==> src/rtl/pwd_pkg.sv <==
// Shared types and default sizing for the keypad password entry controller.
package pwd_pkg;

    localparam int DEF_DIGIT_W        = 4;
    localparam int DEF_PWD_LEN        = 4;
    localparam int DEF_OPEN_CYCLES    = 8;
    localparam int DEF_TIMEOUT_CYCLES = 16;

    typedef enum logic [2:0] {
        IDLE,
        ENTRY,
        CHECK,
        OPEN,
        LOCKED
    } state_t;

endpackage

==> src/rtl/pwd_digit_buffer.sv <==
// Digit capture shift register with a captured-digit counter and an overflow flag.
module pwd_digit_buffer
    import pwd_pkg::*;
#(
    parameter int DIGIT_W = DEF_DIGIT_W,
    parameter int PWD_LEN = DEF_PWD_LEN
) (
    input  logic                           clk,
    input  logic                           rst,
    input  logic                           clear,
    input  logic                           shift,
    input  logic [DIGIT_W-1:0]             digit_in,
    output logic [PWD_LEN*DIGIT_W-1:0]     buf_out,
    output logic [$clog2(PWD_LEN+1)-1:0]   cnt_out,
    output logic                           overflow_out
);

    localparam int BUF_W = PWD_LEN * DIGIT_W;
    localparam int CNT_W = $clog2(PWD_LEN + 1);

    logic [BUF_W-1:0] shreg_q, shreg_d;
    logic [CNT_W-1:0] cnt_q, cnt_d;
    logic             ovf_q, ovf_d;

    // A full buffer keeps its contents; extra digits only poison the entry.
    always_comb begin
        shreg_d = shreg_q;
        cnt_d   = cnt_q;
        ovf_d   = ovf_q;
        if (clear) begin
            shreg_d = '0;
            cnt_d   = '0;
            ovf_d   = 1'b0;
        end else if (shift) begin
            if (cnt_q < CNT_W'(PWD_LEN)) begin
                shreg_d = (shreg_q << DIGIT_W) | BUF_W'(digit_in);
                cnt_d   = cnt_q + CNT_W'(1);
            end else begin
                ovf_d = 1'b1;
            end
        end
    end

    always_ff @(posedge clk or posedge rst) begin
        if (rst) begin
            shreg_q <= '0;
            cnt_q   <= '0;
            ovf_q   <= 1'b0;
        end else begin
            shreg_q <= shreg_d;
            cnt_q   <= cnt_d;
            ovf_q   <= ovf_d;
        end
    end

    assign buf_out      = shreg_q;
    assign cnt_out      = cnt_q;
    assign overflow_out = ovf_q;

endmodule

==> src/rtl/pwd_entry_ctrl.sv <==
// Keypad password entry controller: collects digits, checks them on Enter,
// pulses unlock or fail_pulse, and stays inert while the attempt counter locks it out.
module pwd_entry_ctrl
    import pwd_pkg::*;
#(
    parameter int DIGIT_W        = DEF_DIGIT_W,
    parameter int PWD_LEN        = DEF_PWD_LEN,
    parameter int OPEN_CYCLES    = DEF_OPEN_CYCLES,
    parameter int TIMEOUT_CYCLES = DEF_TIMEOUT_CYCLES
) (
    input  logic                           clk,
    input  logic                           rst,
    input  logic                           key_valid,
    input  logic [DIGIT_W-1:0]             key_digit,
    input  logic                           key_enter,
    input  logic                           key_clear,
    input  logic [PWD_LEN*DIGIT_W-1:0]     pwd_stored,
    input  logic                           admin_lock,
    output logic                           unlock,
    output logic                           fail_pulse,
    output logic                           locked,
    output logic [$clog2(PWD_LEN+1)-1:0]   digit_cnt,
    output logic                           busy
);

    localparam int BUF_W  = PWD_LEN * DIGIT_W;
    localparam int CNT_W  = $clog2(PWD_LEN + 1);
    localparam int OPEN_W = $clog2(OPEN_CYCLES + 1);
    localparam int TO_W   = $clog2(TIMEOUT_CYCLES + 1);

    state_t            state_q, state_d;
    logic [OPEN_W-1:0] open_tmr_q, open_tmr_d;
    logic [TO_W-1:0]   idle_tmr_q, idle_tmr_d;
    logic              unlock_q, unlock_d;
    logic              fail_q, fail_d;
    logic              buf_clear, buf_shift;
    logic [BUF_W-1:0]  entry_buf;
    logic              entry_ovf;
    logic              match;

    pwd_digit_buffer #(
        .DIGIT_W (DIGIT_W),
        .PWD_LEN (PWD_LEN)
    ) u_buffer (
        .clk          (clk),
        .rst          (rst),
        .clear        (buf_clear),
        .shift        (buf_shift),
        .digit_in     (key_digit),
        .buf_out      (entry_buf),
        .cnt_out      (digit_cnt),
        .overflow_out (entry_ovf)
    );

    assign match = (digit_cnt == CNT_W'(PWD_LEN)) && !entry_ovf && (entry_buf == pwd_stored);

    always_comb begin
        state_d    = state_q;
        open_tmr_d = open_tmr_q;
        idle_tmr_d = idle_tmr_q;
        unlock_d   = 1'b0;
        fail_d     = 1'b0;
        buf_clear  = 1'b0;
        buf_shift  = 1'b0;
        unique case (state_q)
            IDLE: begin
                if (admin_lock) begin
                    state_d   = LOCKED;
                    buf_clear = 1'b1;
                end else if (!key_clear && (key_valid || key_enter)) begin
                    buf_shift  = key_valid;
                    idle_tmr_d = TO_W'(TIMEOUT_CYCLES - 1);
                    state_d    = key_enter ? CHECK : ENTRY;
                end
            end
            ENTRY: begin
                if (admin_lock) begin
                    state_d   = LOCKED;
                    buf_clear = 1'b1;
                end else if (key_clear) begin
                    state_d   = IDLE;
                    buf_clear = 1'b1;
                end else if (key_valid || key_enter) begin
                    buf_shift  = key_valid;
                    idle_tmr_d = TO_W'(TIMEOUT_CYCLES - 1);
                    if (key_enter) begin
                        state_d = CHECK;
                    end
                end else if (idle_tmr_q == '0) begin
                    state_d   = IDLE;
                    buf_clear = 1'b1;
                end else begin
                    idle_tmr_d = idle_tmr_q - TO_W'(1);
                end
            end
            // A lockout arriving during the compare still reports a wrong code.
            CHECK: begin
                buf_clear = 1'b1;
                if (admin_lock) begin
                    state_d = LOCKED;
                    fail_d  = !match;
                end else if (match) begin
                    state_d    = OPEN;
                    unlock_d   = 1'b1;
                    open_tmr_d = OPEN_W'(OPEN_CYCLES - 1);
                end else begin
                    state_d = IDLE;
                    fail_d  = 1'b1;
                end
            end
            OPEN: begin
                if (admin_lock) begin
                    state_d   = LOCKED;
                    buf_clear = 1'b1;
                end else if (open_tmr_q == '0) begin
                    state_d = IDLE;
                end else begin
                    unlock_d   = 1'b1;
                    open_tmr_d = open_tmr_q - OPEN_W'(1);
                end
            end
            LOCKED: begin
                buf_clear = 1'b1;
                if (!admin_lock) begin
                    state_d = IDLE;
                end
            end
            default: begin
                state_d   = IDLE;
                buf_clear = 1'b1;
            end
        endcase
    end

    always_ff @(posedge clk or posedge rst) begin
        if (rst) begin
            state_q    <= IDLE;
            open_tmr_q <= '0;
            idle_tmr_q <= '0;
            unlock_q   <= 1'b0;
            fail_q     <= 1'b0;
        end else begin
            state_q    <= state_d;
            open_tmr_q <= open_tmr_d;
            idle_tmr_q <= idle_tmr_d;
            unlock_q   <= unlock_d;
            fail_q     <= fail_d;
        end
    end

    assign unlock     = unlock_q;
    assign fail_pulse = fail_q;
    assign locked     = (state_q == LOCKED);
    assign busy       = (state_q != IDLE);

endmodule

==> config.mk <==
export PLATFORM = sky130hd
export DESIGN_NAME = pwd_entry_ctrl
export DESIGN_NICKNAME = d
export VERILOG_FILES = /design/src/rtl/pwd_pkg.sv /design/src/rtl/pwd_digit_buffer.sv /design/src/rtl/pwd_entry_ctrl.sv
export SDC_FILE = /design/constraint.sdc
export NUM_CORES = 1
export LEC_CHECK = 0
export ABC_CLOCK_PERIOD_IN_PS = 2400
export BUFFER_PORTS_ARGS = -buffer_cell sky130_fd_sc_hd__buf_2
export CAP_MARGIN = 20
export CELL_PAD_IN_SITES_DETAIL_PLACEMENT = 1
export CELL_PAD_IN_SITES_GLOBAL_PLACEMENT = 1
export CORE_MARGIN = 2
export CORE_UTILIZATION = 43
export DETAILED_ROUTE_END_ITERATION = 8
export PLACE_DENSITY = 0.9
export SETUP_SLACK_MARGIN = 0.4
export SLEW_MARGIN = 20
export SYNTH_ARGS = -nofsm -noshare
export SYNTH_HDL_FRONTEND = slang
export SYNTH_SLANG_ARGS = --single-unit
==> constraint.sdc <==
create_clock -name clk -period 2.4 [get_ports clk]
set_clock_uncertainty 0.2 [all_clocks]
set_input_delay 0.24 -clock clk [delete_from_list [all_inputs] [get_ports clk]]
set_output_delay 0.24 -clock clk [all_outputs]
set_load 0.005 [all_outputs]
# == Word level (Yosys, flattened, before mapping) ==
# Index checks and enable logic that the tools add are counted.
# totals
reg_bits,34
latch_bits,0
ramBits,0
mem_count,0
mem_bits_ro,0
wordCells,110
# op_classes
shifts,0
addsub,3
div_mod_pow,0
mux,55
bitwise_logic,1
magnitude_cmp,1
mul,0
eq_ne,21
reduce_logical,21
# ops
cell,count
16-bit two-way mux,3
3-bit two-way mux,14
5-bit two-way mux,6
1-bit two-way mux,20
2-bit inequality test (second input constant),10
16-bit == test,1
4-bit two-way mux,4
16-bit by 4-bit bitwise OR with 16-bit output,1
3-bit case mux with 5 select lines,1
5-bit inequality test (second input constant),2
5-bit case mux with 2 select lines,1
5-bit AND reduction,2
3-bit inequality test (second input constant),3
4-bit case mux with 2 select lines,1
2-bit nonzero test,4
3-bit by 2-bit == test with 1-bit output (second input constant),2
3-bit == test (second input constant),2
1-bit case mux with 2 select lines,3
6-bit AND reduction,1
5-bit zero test,1
5-bit by 1-bit subtractor with 5-bit output (second input constant),1
4-bit zero test,1
2-bit two-way mux,2
2-bit AND reduction,2
other kinds (10),14

# == Depth between registers and ports, before layout ==
# Gate-level depths: netlist of the first run.
# logic_depth
depth_word,8
depth_mapped,8
depth_no_buf,7

# == By module ==
# A second synthesis of the first run with hierarchy kept.
# unflattened
cells_unflattened,196
area_unflattened_um2,1966.9
# by_module_without_submodules
module,seq_area_each_um2,n_inst,area_each_um2,cells_per_inst
pwd_entry_ctrl,350.3,1,1063.5,122
pwd_digit_buffer,500.5,1,903.4,74

# == Worst setup path before layout of the first run ==
# Ideal clock, no wire load.
# synth_timing
path_type,reg-to-reg
startpoint,register state_q[1]
endpoint,register u_buffer.shreg_q[0] (netlist: u_buffer.buf_out[0])
path_stages_with_launch,9
t_arrival_ps,1625
t_required_ps,2079
path_slack_ps,454
setup_ps,121
synth_period_minus_slack_ps,1946
path_cell_list,dfrtp_1 > buf_6 > or3_4 > nor3b_4 > nand2b_1 > buf_6 > buf_6 > mux2i_1 > nor2_1
# synth_between
elab_chain_cells,5
word_cells_on_any_way,10
classes_between,eq/ne: 2; mux: 3; reduce/logical: 5
# synth_rtl
item,line,text
start: declaration,pwd_entry_ctrl.sv:31,"state_t state_q, state_d;"
start signal: assignment,pwd_entry_ctrl.sv:143,state_q <= state_d;
3-bit by 2-bit == test with 1-bit output / 3-bit zero test (equally long branches),pwd_entry_ctrl.sv:65,unique case (state_q)
2-bit OR reduction (no source line),n/a,
1-bit case mux with 2 select lines,pwd_entry_ctrl.sv:65,
2-bit nonzero test (no source line),n/a,
2-bit AND reduction (no source line),n/a,
end signal: assignment,pwd_digit_buffer.sv:50,shreg_q <= shreg_d;
end: declaration,pwd_digit_buffer.sv:21,"logic [BUF_W-1:0] shreg_q, shreg_d;"
# Several ways; a longest one is shown, not always the timed one.
# A chain may end at the register's enable or synchronous reset.

# == Worst setup path after layout of the first run ==
# layout_timing
startpoint,register state_q[1]
endpoint,register u_buffer.shreg_q[10] (netlist: u_buffer.buf_out[10])
# Same word-level chain as after synthesis.

==> impl_metrics.yaml, run 1 <==
status:
  status: "complete, no violations"
logic_synthesis:
  synth_edf_count: 0
  yosysWarnings: 0
  async_flop_share: 1.000
  synth_cells: 189
  synthFlopType: "dfrtp_1"
  syn-num-nets: 220
  ys_seq_area_frac: 0.4485
  postSynthAreaPerCell_um2: 10.04
  synth.distinct_cells: 38
  syn-cell-area_mm2: 0.001897
  synth_seq_cells: 34
floorplan:
  die_h_um: 70.42
  coreArea_mm2: 0.004294
  dieWidth_um: 70.42
  die_area_mm2: 0.004958
  io_pins: 33
  num_rows: 24
  initial_utilization: 0.4417
route:
  vias_per_cell: 5.495
  drt_iter0_markers: 42
  wirelength_mm: 5.332
  firstDrtPassIters: 4
  dr_total_vias: 1599
  drc: 0
  routedWlPerCell_um: 18.32
  ant_nets: 0
worst_setup_path:
  startpoint_type: "flop"
  slowest_delay_ps: 470
  cp.required_ps: 2370
  cp-end-kind: "flop"
  worstPathArrival_ps: 2060
  crit_type: "reg2reg"
  critical_path.top_delay_family: "simple AND/OR/NAND/NOR gates"
  critPathMaxFanout: 9
  crit_buf_inv: 1
  crit_path_cell_trace: "or3_4 > nor3b_4 > nand2b_4 > buf_12 > mux2i_1 > nor2_1"
  crit_slowest_cell: "or3_4"
sta:
  period_needed_ps: 2092
  slew_headroom: 0.6586
  rsz0062_at_grt: "true"
  tightestPinTransition_ps: 512.1
  tns_ps: 0
  setup_viol: 0
  max_freq_ghz: 0.4780
  period_share: 0.8717
  report.final.slew_viol_count: 0
  timing_hold_violations_final: 0
clock_network:
  cts_root_buf: "clkbuf_8"
  numCtsBuffers: 5
  clk_latency_ps: 290
  cts_buffer_depth: 2
  clock_sinks: 34
  cts_tree: "yes"
  clk_pin_slew_ps: 70
  h-tree-depth: 2
cells_and_area:
  diodes: 0
  syn_to_final_growth_pct: 30.34
  drive_above_1_share: 0.2971
  final_nets: 269
  register_area_um2: 853.3
  fin_cells: 291
  fillers: 505
  final_design_area_no_fill_mm2: 0.002472
  multiInputGateArea_mm2: 0.001069
global_route:
  busiest_layer: "met2"
  grt_antenna_before_repair: 0
  grt_pass1_vias: 1666
  grt_max_degree: 35
  grt_pass1_wl_mm: 7.624
  grt_use_total: 0.1968
  met1_usage: 0.2291
  gr-total-overflow: 0
  grtUsageMet3: 0.03752
  grtUsageMet2: 0.3407
power:
  leakage_nw: 1.211
  ir_drop_mv: 0.2934
  p_per_area_mw_per_mm2: 536.0
hold_path:
  hold_class: "in2reg"
place:
  hpwl_mm: 3.235
  placed_area_mm2: 0.002116
  io_buffers: 32
  placed_cells: 271
  gp_congestion: 0.8540
job:
  max_cap_violations: 0
-- path summary, 6_finish.rpt --
check	from	depth (start not counted)	endpoint	slack, ps
max	state_q[1]	6	u_buffer.buf_out[10]	310
min	key_digit[1]	3	u_buffer.buf_out[1]	30
max reg2reg	state_q[1]	6	u_buffer.buf_out[10]	310
min reg2reg	u_buffer.overflow_out	2	u_buffer.overflow_out	300
max in group asynchronous	rst	4	state_q[0]	1280
min in group asynchronous	rst	4	u_buffer.cnt_out[1]	380
-- cell usage in the layout (no fill, tap or decap), types with 2 or more instances in the layout --
master          n
xor2_1          3
nor2_1         24
nor3b_1         2
dlygate4sd3_1   4
nand2_1         5
inv_1          13
clkbuf_8        6
nor4_4          2
buf_12          3
nand3_1         3
a21oi_2         3
nor3_1          7
o21a_1          3
buf_4           8
nor4_1          2
nor2b_1         3
mux2i_1        17
buf_2          32
o21ai_0         4
nand4_1         6
dfrtp_1        32
a21oi_1        10
xnor2_1        12
xnor2_2         2
ha_1            5
dfrtp_2         2
-- report_power, final --
part	internal (mW)	switching, mW
clock network	0.231	0.212
logic	0.118	0.141
registers	0.599	0.0244
-- cells by family after synthesis --
| group | share of synthesized area |
|---|---|
| DFF | 0.4486 |
| AOI/OAI and AO/OA | 0.1016 |
| adders and majority gates | 0.03298 |
| buffers and inverters | 0.05145 |
| xor gates and xnor gates | 0.07850 |
| and+or+nand+nor | 0.1920 |
| muxes | 0.09499 |
-- sequential cells by signal (all words and copies together) (netlist names) --
name                   count
u_buffer.cnt_out           3
state_q                    3
unlock                     1
idle_tmr_q                 5
u_buffer.buf_out          16
fail_pulse                 1
u_buffer.overflow_out      1
open_tmr_q                 4
-- through the flow --
| step | utilization | worst slack [ps] | total power [mW] | hold slack, ps |
|---|---|---|---|---|
| 2_1_floorplan | - | 454.0 | 0.7642 | 177.7 |
| 3_3_place_gp | 0.4927 | 272.1 | 0.8313 | 154.2 |
| 3_5_place_dp | 0.4927 | 105.6 | 0.8398 | 166.5 |
| 4_1_cts | 0.5373 | 382.9 | 1.292 | 15.24 |
| 5_1_grt | 0.5758 | 239.4 | 1.397 | 9.094 |
| 6_report | 0.5758 | 307.8 | 1.325 | 27.55 |
-- metal layers --
metal	share of wire	up-vias
met1	0.42	804
met3	0.032	6
met2	0.53	34
met4	0.014	0
met5	0	-
li1	-	755
-- cell usage after synthesis (4+ instances only) --
master   count  area, um2
inv_1       13      48.80
nor4_1       4      25.02
mux2i_1     18      180.2
ha_1         5      62.56
a21oi_1     13      65.06
nand4_1      6      37.54
xnor2_1     14      122.6
nor3_1       7      35.03
nor2_1      25      93.84
dfrtp_1     34      850.8
nand2_1      5      18.77
o21ai_0      4      20.02
-- layout make-up --
class | count | area share
multi-input combinational | 136 | 0.4322
sequential | 34 | 0.3451
timing repair buffer | 48 | 0.1397
clock buffer | 7 | 0.03492
tap | 52 | 0.02632
inverter | 13 | 0.01974
clock inverter | 1 | 0.002024
-- worst min-delay path, stage by stage --
cell and delay (ps):
buf_2 70, mux2i_1 70, nor2_1 100
-- what timing repair did --
action | CTS | global route
hold buffers | 4 | 0
setup buffers | 2 | 5
endpoints found under the setup margin | 31 | 29
gates resized for setup | 8 | 16
cloned | 0 | 1
pin swaps | 2 | 3
endpoints found under the hold margin | 37 | 0
No activity file was read; power rests on OpenSTA's default activity.
==> inputs of run 2 (changes only) <==
- CORE_MARGIN: 2 -> 3
==> impl_metrics.yaml, run 2 (synthesized netlist as in run 1, its figures left out) <==
route:
  drt_iter0_markers: 104
  vias_per_cell: 5.669
  wirelength_mm: 6.159
  routedWlPerCell_um: 20.81
  dr_total_vias: 1678
  drc: 0
  firstDrtPassIters: 4
  ant_nets: 0
worst_setup_path:
  startpoint_type: "flop"
  cp.required_ps: 2360
  worstPathArrival_ps: 2100
  cp-end-kind: "flop"
  critPathMaxFanout: 18
  crit_type: "reg2reg"
status:
  status: "complete, no violations"
sta:
  tightestPinTransition_ps: 493.2
  timing_hold_violations_final: 0
  max_freq_ghz: 0.4687
  slew_headroom: 0.6712
  period_needed_ps: 2133
  report.final.slew_viol_count: 0
  setup_viol: 0
  postLayoutSetupSlackWorst_ps: 266.7
  holdWs_ps: 14.66
  tns_ps: 0
  rsz0062_at_grt: "true"
  period_share: 0.8889
floorplan:
  die_area_mm2: 0.005244
  coreArea_mm2: 0.004115
  die_h_um: 72.42
  io_pins: 33
  num_rows: 23
  dieWidth_um: 72.42
  initial_utilization: 0.4609
cells_and_area:
  fillers: 459
  drive_above_1_share: 0.3496
  final_nets: 276
  final_design_area_no_fill_mm2: 0.002520
  syn_to_final_growth_pct: 32.85
  diodes: 0
  final_cell_mix: "32 x dfrtp_1, 32 x buf_2, 23 x nor2_1"
  largest_register_ffs: 16
power:
  ir_drop_mv: 0.5103
  p_per_area_mw_per_mm2: 539.6
  leakage_nw: 1.241
  power_mw: 1.360
global_route:
  gr-total-overflow: 0
  grt_pass1_wl_mm: 9.108
  grt_antenna_before_repair: 0
  grt_pass1_vias: 1819
  grt_max_degree: 35
  grt_use_total: 0.2347
place:
  hpwl_mm: 3.403
  place_ws_ps: 210.8
  placed_area_mm2: 0.002113
  gp_congestion: 0.8644
  io_buffers: 32
clock_network:
  clk_latency_ps: 300
  cts_buffer_depth: 2
  numCtsBuffers: 5
  clk_pin_slew_ps: 70
  clock_sinks: 34
  h-tree-depth: 2
  cts_root_buf: "clkbuf_8"
  cts_tree: "yes"
hold_path:
  hold_class: "in2reg"
job:
  max_cap_violations: 0
## run 2: cell types whose count changed in the layout (fill, tap and decap cells not counted), moves of 2 or more
| cell | previous run | this run |
|---|---|---|
| buf_4 | 8 | 15 |
| buf_6 | 0 | 3 |
| mux2i_2 | 0 | 2 |
| xnor2_1 | 12 | 10 |
| xnor2_2 | 2 | 4 |
## run 2: cell type report
class                   count  area [um2]  area share
inverters                  13       48.80     0.01936
well taps                  50       62.56     0.02483
clock buffers               6       82.58     0.03277
multi-input cells         136        1084      0.4300
clock inverters             2       12.51    0.004965
repair buffers             55       376.6      0.1495
flip-flops and latches     34       853.3      0.3386
## run 2: stage by stage
| step | instances | util |
|---|---|---|
| 4_1_cts | 287 | 0.5765 |
| 2_1_floorplan | 189 | - |
| 6_report | 296 | 0.6123 |
| 3_3_place_gp | 269 | 0.5135 |
| 3_5_place_dp | 269 | 0.5135 |
| 5_1_grt | 296 | 0.6123 |
## run 2: final timing paths
check / from / to / slack (ps) / depth (start not counted)
max in group asynchronous: rst / state_q[2] / 1280 / 4
hold reg to reg: open_tmr_q[3] / open_tmr_q[3] / 300 / 1
setup / recovery: state_q[1] / u_buffer.buf_out[6] / 270 / 6
setup reg to reg: state_q[1] / u_buffer.buf_out[6] / 270 / 6
hold / removal: key_digit[0] / u_buffer.buf_out[0] / 10 / 3
min in group asynchronous: rst / fail_pulse / 390 / 4
## run 2: worst max-delay path, cell delays in order, from the launching register on
cell,delay [ps]
dfrtp_1,430
or3_4,430
nor3b_4,240
nand2b_1,130
buf_12,180
mux2i_1,290
nor2_1,100
## run 2: report_power, final
| group | switching (mW) | internal, mW |
|---|---|---|
| sequential | 0.0245 | 0.599 |
| combinational | 0.153 | 0.133 |
| clock | 0.220 | 0.231 |
| total | 0.398 | 0.962 |
## run 2: what timing repair did
item                                    4_1_cts  5_1_grt
hold buffers                                  3        0
cloned                                        0        0
gates resized for setup                      15       17
endpoints found under the hold margin        36        0
setup buffers                                 7        9
pin swaps                                     3        7
endpoints found under the setup margin       31       32
## run 2: routing by layer
metal  up-vias  GRT usage  wire length, um
met5         -          0                0
met4         0     0.1148              242
met2        53     0.4206             3313
li1        772          -                -
met3        20    0.05402              240
met1       833     0.2597             2363
